$ cat src/rtl/rx_timer_pkg.sv
// rx_timer_pkg
//   Shared types and default constants for the receive bit timer.
//   rx_timer_state_t : timer FSM states (IDLE, ARMED, RUN)
//   RX_*             : default parameter values used by rx_bit_timer
package rx_timer_pkg;

  typedef enum logic [1:0] {
    IDLE  = 2'd0,
    ARMED = 2'd1,
    RUN   = 2'd2
  } rx_timer_state_t;

  localparam int RX_CLKS_PER_BIT  = 8;
  localparam int RX_SAMPLE_POINT  = 3;
  localparam int RX_BITS_PER_BYTE = 8;

endpackage

$ cat src/rtl/flex_counter.sv
// flex_counter
//   Parameterised rollover counter. After a clear the count is 0; each
//   enabled cycle advances it through 1..rollover_val, wrapping from
//   rollover_val back to 1. rollover_flag is a registered one-cycle pulse
//   in the cycle after the count reaches rollover_val.
//   clk, n_rst     : clock, asynchronous active-low reset
//   clear          : synchronous clear (wins over count_enable)
//   count_enable   : advance the count this cycle
//   rollover_val   : terminal count (must be >= 2)
//   count_out      : current count
//   rollover_flag  : one-cycle pulse after reaching rollover_val
module flex_counter #(
  parameter int NUM_CNT_BITS = 4
) (
  input  logic                    clk,
  input  logic                    n_rst,
  input  logic                    clear,
  input  logic                    count_enable,
  input  logic [NUM_CNT_BITS-1:0] rollover_val,
  output logic [NUM_CNT_BITS-1:0] count_out,
  output logic                    rollover_flag
);

  logic [NUM_CNT_BITS-1:0] count_nxt_s;
  logic                    flag_nxt_s;

  // Next count and next rollover pulse.
  always_comb begin
    count_nxt_s = count_out;
    flag_nxt_s  = 1'b0;
    if (clear) begin
      count_nxt_s = '0;
      flag_nxt_s  = 1'b0;
    end else if (count_enable) begin
      if (count_out == rollover_val) begin
        count_nxt_s = NUM_CNT_BITS'(1);
      end else begin
        count_nxt_s = count_out + NUM_CNT_BITS'(1);
      end
      // This increment lands on the terminal count.
      flag_nxt_s = (count_out == (rollover_val - NUM_CNT_BITS'(1)));
    end else begin
      count_nxt_s = count_out;
      flag_nxt_s  = 1'b0;
    end
  end

  // Count and flag registers.
  always_ff @(posedge clk or negedge n_rst) begin
    if (!n_rst) begin
      count_out     <= '0;
      rollover_flag <= 1'b0;
    end else begin
      count_out     <= count_nxt_s;
      rollover_flag <= flag_nxt_s;
    end
  end

endmodule

$ cat src/rtl/rx_bit_timer.sv
// rx_bit_timer
//   Recovers bit boundaries on an oversampled serial line. A phase counter
//   runs modulo CLKS_PER_BIT and is reloaded to 1 on every data edge (the
//   edge cycle is phase 0). shift_strobe fires at SAMPLE_POINT of each bit;
//   byte_received pulses after every BITS_PER_BYTE strobes.
//   clk, n_rst    : clock, asynchronous active-low reset
//   enable_timer  : level, high while packet data is expected
//   d_edge        : one-cycle pulse on a serial line transition
//   shift_strobe  : sample the line this cycle
//   byte_received : registered one-cycle pulse, byte complete
//   bit_count     : strobes seen in the current byte (0..BITS_PER_BYTE-1)
//   timer_active  : high while in RUN
module rx_bit_timer
  import rx_timer_pkg::*;
#(
  parameter int CLKS_PER_BIT  = RX_CLKS_PER_BIT,
  parameter int SAMPLE_POINT  = RX_SAMPLE_POINT,
  parameter int BITS_PER_BYTE = RX_BITS_PER_BYTE
) (
  input  logic       clk,
  input  logic       n_rst,
  input  logic       enable_timer,
  input  logic       d_edge,
  output logic       shift_strobe,
  output logic       byte_received,
  output logic [3:0] bit_count,
  output logic       timer_active
);

  localparam logic [3:0] PH_LAST   = 4'(CLKS_PER_BIT - 1);
  localparam logic [3:0] PH_SAMPLE = 4'(SAMPLE_POINT);
  localparam logic [3:0] BYTE_LEN  = 4'(BITS_PER_BYTE);

  rx_timer_state_t state_r;
  rx_timer_state_t state_nxt_s;
  logic [3:0]      ph_r;
  logic [3:0]      ph_nxt_s;
  logic [3:0]      cnt_s;

  // Next state and next phase; enable_timer low beats d_edge beats advance.
  always_comb begin
    state_nxt_s = state_r;
    ph_nxt_s    = ph_r;
    case (state_r)
      IDLE: begin
        ph_nxt_s = 4'd0;
        if (enable_timer) begin
          state_nxt_s = ARMED;
        end else begin
          state_nxt_s = IDLE;
        end
      end
      ARMED: begin
        if (!enable_timer) begin
          state_nxt_s = IDLE;
          ph_nxt_s    = 4'd0;
        end else if (d_edge) begin
          // The edge cycle itself is phase 0.
          state_nxt_s = RUN;
          ph_nxt_s    = 4'd1;
        end else begin
          state_nxt_s = ARMED;
          ph_nxt_s    = 4'd0;
        end
      end
      RUN: begin
        if (!enable_timer) begin
          state_nxt_s = IDLE;
          ph_nxt_s    = 4'd0;
        end else if (d_edge) begin
          state_nxt_s = RUN;
          ph_nxt_s    = 4'd1;
        end else if (ph_r == PH_LAST) begin
          state_nxt_s = RUN;
          ph_nxt_s    = 4'd0;
        end else begin
          state_nxt_s = RUN;
          ph_nxt_s    = ph_r + 4'd1;
        end
      end
      default: begin
        state_nxt_s = IDLE;
        ph_nxt_s    = 4'd0;
      end
    endcase
  end

  // State and phase registers.
  always_ff @(posedge clk or negedge n_rst) begin
    if (!n_rst) begin
      state_r <= IDLE;
      ph_r    <= 4'd0;
    end else begin
      state_r <= state_nxt_s;
      ph_r    <= ph_nxt_s;
    end
  end

  // Decoded from registers only, so no input-to-output path.
  assign shift_strobe = (state_r == RUN) && (ph_r == PH_SAMPLE);
  assign timer_active = (state_r == RUN);

  // Bit counter: clearing on enable_timer low keeps a strobe in the
  // disable cycle from counting or producing a byte pulse.
  flex_counter #(
    .NUM_CNT_BITS (4)
  ) u_bit_cnt (
    .clk           (clk),
    .n_rst         (n_rst),
    .clear         (~enable_timer),
    .count_enable  (shift_strobe),
    .rollover_val  (BYTE_LEN),
    .count_out     (cnt_s),
    .rollover_flag (byte_received)
  );

  // Counter holds 1..N; a full byte (N) reads as 0 strobes into the next.
  assign bit_count = (cnt_s == BYTE_LEN) ? 4'd0 : cnt_s;

endmodule
$ cat config.mk
export PLATFORM = sky130hd
export DESIGN_NAME = rx_bit_timer
export DESIGN_NICKNAME = d
export VERILOG_FILES = /design/src/rtl/rx_timer_pkg.sv /design/src/rtl/flex_counter.sv /design/src/rtl/rx_bit_timer.sv
export SDC_FILE = /design/constraint.sdc
export NUM_CORES = 1
export LEC_CHECK = 0
export ABC_AREA = 0
export ABC_CLOCK_PERIOD_IN_PS = 1630
export BUFFER_PORTS_ARGS = -buffer_cell sky130_fd_sc_hd__buf_2
export CAP_MARGIN = 20
export CORE_ASPECT_RATIO = 1.25
export CORE_MARGIN = 2
export CORE_UTILIZATION = 33
export DETAILED_ROUTE_END_ITERATION = 10
export GPL_TIMING_DRIVEN = 0
export PLACE_DENSITY = 0.54
export SETUP_SLACK_MARGIN = 0.3
export SLEW_MARGIN = 10
export SYNTH_ARGS = -nofsm -noshare
export SYNTH_HDL_FRONTEND = slang
export SYNTH_SLANG_ARGS = --single-unit
$ cat constraint.sdc
create_clock -name clk -period 1.63 [get_ports clk]
set_input_delay 0.489 -clock clk [delete_from_list [all_inputs] [get_ports clk]]
set_output_delay 0.489 -clock clk [all_outputs]
set_load 0.005 [all_outputs]
Yosys cells after proc, flatten, opt, wreduce, memory -nomap -nowiden

Index checks and enable logic that the tools add are counted.
Widths: inputs -> output; s select.

Register bits after elaboration: 11
Input port bits: 4
Word-level logic and storage cells: 32
Output and inout port bits: 7

Reduce and logical (&&, ||, !) cells: 2
Equal/unequal tests: 7
Add/subtract/negate cells: 2
Multiplexer cells: 17

Operators with widths:

| operator            | number |
|---|---|
| $mux 4              | 7 |
| $add 4x1->4 const B | 2 |
| $eq 4x3->1 const B  | 2 |
| $pmux 4 s2          | 1 |
| $mux 2              | 3 |
| $pmux 2 s3          | 1 |
| $mux 1              | 5 |
| $eq 4x2->1 const B  | 1 |
| $eq 4x4->1 const B  | 1 |
| $eq 2x1->1 const B  | 1 |
| $eq 2x2->1 const B  | 1 |
| $logic_not 2->1     | 1 |
| $ne 2x1->1 const B  | 1 |
| $logic_and 1x1->1   | 1 |

Logic depth before layout (Yosys ltp)

Gate-level depths: netlist of the first run.

Word-level depth: 5
Depth in mapped cells: 6
Depth with buffers taken out: 5

By module

From an unflattened synthesis of the first run, not the netlist that was laid out.

Cell total of the unflattened synthesis: 77
Area total of the unflattened synthesis: 757.0 sq um

By module, submodules not included:

| module       | cells an instance | instances | area each (sq um) |
|---|---|---|---|
| flex_counter | 36                | 1         | 384.1 |
| rx_bit_timer | 41                | 1         | 372.9 |

Worst setup path before layout of the first run

OpenSTA, ideal clock, no wires.

Path type: flip-flop to output port
From: register u_bit_cnt.count_out[0]
To: output port bit_count[3]
Path slack: 75 ps
Path buffers: 0
Required time: 1141 ps
Arrival: 1066 ps
Cell stages (with the launch flop): 5
Cells stage by stage: dfrtp_1 -> inv_1 -> ha_1 -> or2b_2 -> and2_1

Longest elaborated chain between the ends: 2

Ends and longest elaborated chain:

| item                     | line                | RTL |
|---|---|---|
| start: declaration       | flex_counter.sv:20  | `output logic [NUM_CNT_BITS-1:0] count_out,` |
| start signal: assignment | flex_counter.sv:54  | `count_out <= count_nxt_s;` |
| $eq 4x4->1               | rx_bit_timer.sv:118 | `assign bit_count = (cnt_s == BYTE_LEN) ? 4'd0 : cnt_s;` |
| $mux 4                   | rx_bit_timer.sv:118 |  |
| end: declaration         | rx_bit_timer.sv:26  | `output logic [3:0] bit_count,` |

No other way between the ends.

Worst setup path after layout of the first run

Ends and elaborated chain as after synthesis.

==> impl_metrics.py, run 1 <==
metrics = {
    "logic_synthesis": {
        "ys.flop_type": "dfrtp_1",
        "yosys.area.top_type": "dfrtp_1",
        "synthArstFlopShare_pct": 100,
        "synthMostInstantiatedCell": "dfrtp_1",
        "synthDistinctLibCells": 27,
        "ys_seq_area_share_pct": 42.3,
        "synthCells": 65,
        "synthTopCellsByArea": "dfrtp_1 (42%), ha_1 (13%), inv_1 (3.5%)",
        "syn-cell-area_um2": 651,
        "ys_seq_elements": 11,
        "netlist.area_leader.share_pct": 42.3,
        "ys_warn_count": 0,
        "synth_area_per_cell_um2": 10.0,
        "synth_common_cells": "dfrtp_1 (11), ha_1 (7), inv_1 (6), nor2_1 (6), nand2_1 (4)",
        "synth-edff-count": 0,
        "syn-num-nets": 76,
    },
    "grt": {
        "grt_max_degree": 12,
        "grt_pass1_wl_um": 2030,
        "grtUsageTotal_pct": 12.3,
        "antenna_found_initial": 0,
        "grt-ovfl-total": 0,
        "grt_pass1_vias": 498,
    },
    "floorplan": {
        "num_io_pins": 11,
        "die_x_um": 43.7,
        "row_count": 17,
        "die_area_um2": 2350,
        "fp.dieH_um": 53.6,
        "initial_core_util_pct": 36.0,
        "fp.coreArea_um2": 1810,
    },
    "pwr": {
        "power_uw": 561,
        "seqPwrFrac_pct": 51.0,
        "power_switching_uw": 151,
        "swShare_pct": 26.9,
        "p_leak_nw": 0.450,
        "p_comb_share_pct": 14.7,
        "power_density_nw_per_um2": 605,
        "peakVddDrop_mv": 0.370,
        "intPower_uw": 410,
        "p_clk_share_pct": 34.3,
    },
    "worst_setup_path": {
        "worstSetupStartpointType": "flop",
        "r2r_slack_ns": 0.05,
        "cp_cell_sequence": "inv_2, ha_4, or2b_4, and2_4, buf_6",
        "worstPathArrival_ns": 1.37,
        "slowest_stage": "dfrtp_1",
        "max_stage_delay_ns": 0.40,
        "cp.required_ns": 1.14,
        "critPathKind": "flop to primary output",
        "crit_fanout": 2,
        "worst_setup_path_end_kind": "primary output",
    },
    "outcome": {
        "outcome": "complete, but fails checks",
        "violations": "negative setup slack",
    },
    "cells_and_area": {
        "seqCellArea_um2": 277,
        "multiInputGateArea_um2": 398,
        "nFillCells": 170,
        "postLayoutCoreUtil_pct": 51.2,
        "antenna_cells": 0,
        "drive_above_1_share_pct": 45.6,
        "area_growth_pct": 42.3,
        "final_nets": 102,
    },
    "cts": {
        "htreeDepth": 1,
        "holdBufCountCts": 0,
        "clkTransAtPathRegs_ns": 0.08,
        "cts_tree": "built",
        "root_buffer": "clkbuf_4",
        "worstSkewPairLatency_ns": 0.27,
        "clock_path_buffers": 2,
        "numCtsBuffers": 3,
        "cts_sinks": 11,
    },
    "timing": {
        "period_share_pct": 114,
        "max_freq_mhz": 537,
        "fin_setup_tns_ns": -0.629,
        "tightest_slew_ns": 0.254,
        "skew_ns": 0.00381,
        "rsz0062_at_grt": "true",
        "worst_slew_margin_rel_pct": 83.1,
        "min_period_ns": 1.86,
        "slew_violations": 0,
        "hold_violations": 0,
        "finalWorstSetupSlack_ns": -0.234,
        "setup_viol": 4,
    },
    "placement": {
        "io_buffers": 10,
        "hpwl_um": 855,
        "gp_congestion": 0.725,
    },
    "detailed_routing": {
        "routed_via_density": 4.98,
        "antenna_left": 0,
        "dr.pass1.iters": 4,
        "drt-total-wl_um": 1330,
        "drc": 0,
        "drtIter0Drc": 5,
        "num_vias": 543,
        "wl_per_cell_um": 12.2,
    },
    "min_path": {
        "min_path_type": "input port to async pin",
    },
    "job": {
        "drv_cap": 0,
    },
}
-- layout by cell type (no fill, tap or decap), types with 2 or more instances in the layout --
| cell | count |
|---|---|
| buf_4 | 8 |
| ha_1 | 3 |
| nand2_1 | 3 |
| dfrtp_1 | 10 |
| inv_1 | 3 |
| buf_6 | 7 |
| inv_2 | 3 |
| clkbuf_4 | 3 |
| a21oi_1 | 3 |
| nand3b_1 | 2 |
| o21a_1 | 3 |
| nor2_1 | 6 |
| buf_2 | 7 |
| ha_4 | 3 |
| mux2i_1 | 2 |
| nand3_1 | 2 |
-- path summary, 6_finish.rpt --
kind,start,depth (start not counted),to
worst max-delay path,u_bit_cnt.count_out[0],5,bit_count[3]
worst min-delay path,n_rst,1,ph_r[2]
worst max register to register,state_r[0],7,u_bit_cnt.count_out[3]
worst min register to register,u_bit_cnt.count_out[3],1,u_bit_cnt.rollover_flag
max in group asynchronous,n_rst,1,u_bit_cnt.count_out[2]
min in group clk,d_edge,3,state_r[1]
-- per-layer routing --
metal	share of wire [%]	up-vias	track usage, %
met5	0	-	0
met4	1.4	0	9.09
met3	3.4	2	3.02
met2	52	11	19.9
met1	43	262	14.0
li1	-	268	-
-- power groups by stage --
stage	combinational [mW]	clock, mW	sequential (mW)
after floorplan	0.0302	0	0.289
after global placement	0.0491	0	0.291
after detailed placement	0.0510	0	0.291
after CTS	0.0645	0.197	0.285
after global routing	0.0915	0.214	0.287
final	0.0824	0.192	0.286
-- registers in the layout, indices dropped and copies added, names as in the netlist --
signal / count
state_r: 2
u_bit_cnt.count_out: 4
ph_r: 4
u_bit_cnt.rollover_flag: 1
-- worst max-delay path, delay by kind of cell, from the launching register on --
family	cells	cell delay, ns
buf+inv	2	0.18
fa+ha+maj	1	0.12
flops	1	0.40
simple gates	2	0.40
-- metrics by stage --
| step | cells | hold slack [ns] | setup slack [ns] | cell area (um^2) |
|---|---|---|---|---|
| after floorplan | 65 | 0.193 | 0.126 | 673 |
| after global placement | 94 | 0.367 | -0.0267 | 747 |
| after detailed placement | 94 | 0.377 | -0.0202 | 747 |
| after CTS | 105 | 0.0744 | -0.241 | 851 |
| after global routing | 109 | 0.0658 | -0.291 | 926 |
| final | 109 | 0.0727 | -0.234 | 926 |
-- layout make-up --
class	instances	share of cell area (%)
repair buffers	21	17.6
clock inverters	1	0.541
well taps	19	2.57
clock buffers	3	2.43
inverters	6	2.43
plain buffers	2	1.62
flip-flops and latches	11	29.9
multi-input cells	46	43.0
-- repair_timing --
action	4_1_cts	5_1_grt
setup endpoints to repair	11	14
pin swaps	1	4
hold endpoints to repair	0	0
resized for setup	5	8
buffers inserted	7	4
-- cells by family after synthesis --
group / Yosys count / synth area share [%]
AO/OA/AOI/OAI: 9 / 9.04
XOR/XNOR: 2 / 2.69
adder cells (fa/ha/maj): 7 / 13.5
buffers and inverters: 8 / 5.77
flip-flops: 11 / 42.3
multiplexers: 2 / 3.08
AND/OR/NAND/NOR: 26 / 23.7
Power figures use the tool's default switching activity.
==> run 2: changes to the inputs <==
CORE_UTILIZATION = 30   (was 33)
PLACE_DENSITY = 0.5   (was 0.54)
==> run 2 against run 1 <==
The run still ends with negative setup slack left. Sequential share of layout area decreased by 0.67 points. Setup slack improved by 0.017 ns. Clock power decreased by 5%. Critical path depth unchanged. Design area increased by 2.3%.
==> impl_metrics.py, run 2 (synthesis results as in run 1) <==
metrics = {
    "cts": {
        "htreeDepth": 1,
        "clock_path_buffers": 2,
        "worstSkewPairLatency_ns": 0.26,
        "clkTransAtPathRegs_ns": 0.07,
        "cts_tree": "built",
        "root_buffer": "clkbuf_4",
        "numCtsBuffers": 3,
        "cts_sinks": 11,
    },
    "timing": {
        "hold_violations": 0,
        "rsz0062_at_grt": "true",
        "skew_ns": 0.00411,
        "tightest_slew_ns": 0.248,
        "finalWorstSetupSlack_ns": -0.216,
        "min_period_ns": 1.85,
        "setup_viol": 4,
        "max_freq_mhz": 542,
        "slew_violations": 0,
        "period_share_pct": 113,
        "worst_slew_margin_rel_pct": 83.5,
    },
    "pwr": {
        "power_density_nw_per_um2": 581,
        "swShare_pct": 24.2,
        "p_clk_share_pct": 33.0,
        "power_switching_uw": 133,
        "intPower_uw": 417,
        "p_comb_share_pct": 15.3,
        "peakVddDrop_mv": 0.412,
        "p_leak_nw": 0.468,
        "seqPwrFrac_pct": 51.7,
    },
    "cells_and_area": {
        "area_growth_pct": 45.6,
        "multiInputGateArea_um2": 385,
        "top_regs": "ph_r: 4 flops, u_bit_cnt.count_out: 4 flops, state_r: 2 flops",
        "fin_area_um2": 947,
        "most-common-layout-cells": "buf_4 (11), dfrtp_1 (10), buf_6 (8)",
        "seqCellArea_um2": 277,
        "drive_above_1_share_pct": 45.7,
        "antenna_cells": 0,
        "postLayoutCoreUtil_pct": 47.3,
        "final_nets": 106,
        "layout_commonest_cell": "buf_4",
        "nFillCells": 194,
        "final_cells": 114,
    },
    "detailed_routing": {
        "drtIter0Drc": 1,
        "routed_via_density": 4.88,
        "dr.pass1.iters": 2,
        "num_vias": 556,
        "antenna_left": 0,
        "drc": 0,
        "drt-total-wl_um": 1270,
        "wl_per_cell_um": 11.1,
    },
    "worst_setup_path": {
        "cp_cell_sequence": "inv_2, ha_4, or2b_4, and2_4, buf_6",
        "worstSetupStartpointType": "flop",
        "max_stage_delay_ns": 0.39,
        "crit_fanout": 2,
        "slowest_stage": "dfrtp_1",
        "worstSetupStartpoint": "u_bit_cnt.count_out[1]",
        "critPathKind": "flop to primary output",
        "cp.required_ns": 1.14,
        "worstPathArrival_ns": 1.36,
        "worst_setup_path_end_kind": "primary output",
        "r2r_start": "ph_r[1]",
    },
    "min_path": {
        "min_path_type": "input port to async pin",
    },
    "placement": {
        "io_buffers": 10,
        "dp.cells": 95,
        "gp_congestion": 0.694,
        "hpwl_um": 852,
        "placed_area_um2": 748,
    },
    "floorplan": {
        "die_area_um2": 2560,
        "fp.coreArea_um2": 2000,
        "initial_core_util_pct": 32.5,
        "fp.dieH_um": 56.1,
        "num_io_pins": 11,
        "die_x_um": 45.7,
        "row_count": 18,
    },
    "outcome": {
        "outcome": "complete, but fails checks",
        "violations": "negative setup slack",
    },
    "grt": {
        "grt_max_degree": 12,
        "antenna_found_initial": 0,
        "grt-ovfl-total": 0,
        "grtUsageTotal_pct": 11.3,
        "grt_pass1_wl_um": 2110,
        "grt_pass1_vias": 495,
    },
    "job": {
        "drv_cap": 0,
    },
}
[run 2: cell count changes in the layout (fill, tap and decap cells not counted), sizes merged]
| cell | change |
|---|---|
| buf | +4 |
| clkinv | -1 |
| clkbuf | +1 |
[run 2: worst paths after layout]
kind | endpoint | slack [ns] | cells past startpoint
min | ph_r[0] | 0.08 | 1
max in group asynchronous | u_bit_cnt.count_out[2] | 1.33 | 1
max | bit_count[3] | -0.22 | 5
min in group clk | state_r[1] | 0.49 | 3
max reg2reg | u_bit_cnt.count_out[3] | 0.07 | 6
min reg2reg | u_bit_cnt.rollover_flag | 0.54 | 1
[run 2: critical path, delay by kind of cell, from the launching register on]
kind | cells | cell delay [ns]
and+or+nand+nor | 2 | 0.40
DFF | 1 | 0.39
buffers and inverters | 2 | 0.17
adders and majority gates | 1 | 0.12
[run 2: metal layers]
layer,track usage [%],up-vias,routed length [um]
li1,-,274,-
met4,2.52,0,10
met2,16.5,7,660
met1,15.2,273,560
met3,4.87,2,36
met5,0,-,0
[run 2: timing repair]
| action | in CTS | in global routing |
|---|---|---|
| setup endpoints to repair | 11 | 11 |
| resized for setup | 5 | 8 |
| hold buffers | 0 | 0 |
| buffers inserted | 8 | 7 |
| pin swaps | 0 | 2 |
| gates cloned | 0 | 0 |
[run 2: power by group through the flow]
stage	clock, mW	combinational, mW	sequential (mW)
after floorplan	0	0.0302	0.289
after global placement	0	0.0503	0.290
after detailed placement	0	0.0510	0.290
after CTS	0.190	0.0672	0.284
after global routing	0.204	0.0965	0.285
final	0.182	0.0843	0.285
[run 2: cell type report]
cell class | count | share of cell area [%]
inverter | 6 | 2.38
clock buffer | 4 | 2.77
buffer | 2 | 1.59
timing repair buffer | 25 | 20.7
sequential | 11 | 29.2
tap | 20 | 2.64
multi-input combinational | 46 | 40.7
[run 2: per-stage QoR]
stage / TNS, ns / setup slack, ns / hold WS [ns] / power [mW]
after floorplan: 0 / 0.126 / 0.193 / 0.319
after global placement: -0.0175 / -0.0143 / 0.377 / 0.341
after detailed placement: -0.0297 / -0.0192 / 0.376 / 0.341
after CTS: -0.584 / -0.234 / 0.0857 / 0.542
after global routing: -0.786 / -0.280 / 0.0956 / 0.586
final: -0.494 / -0.216 / 0.0784 / 0.551
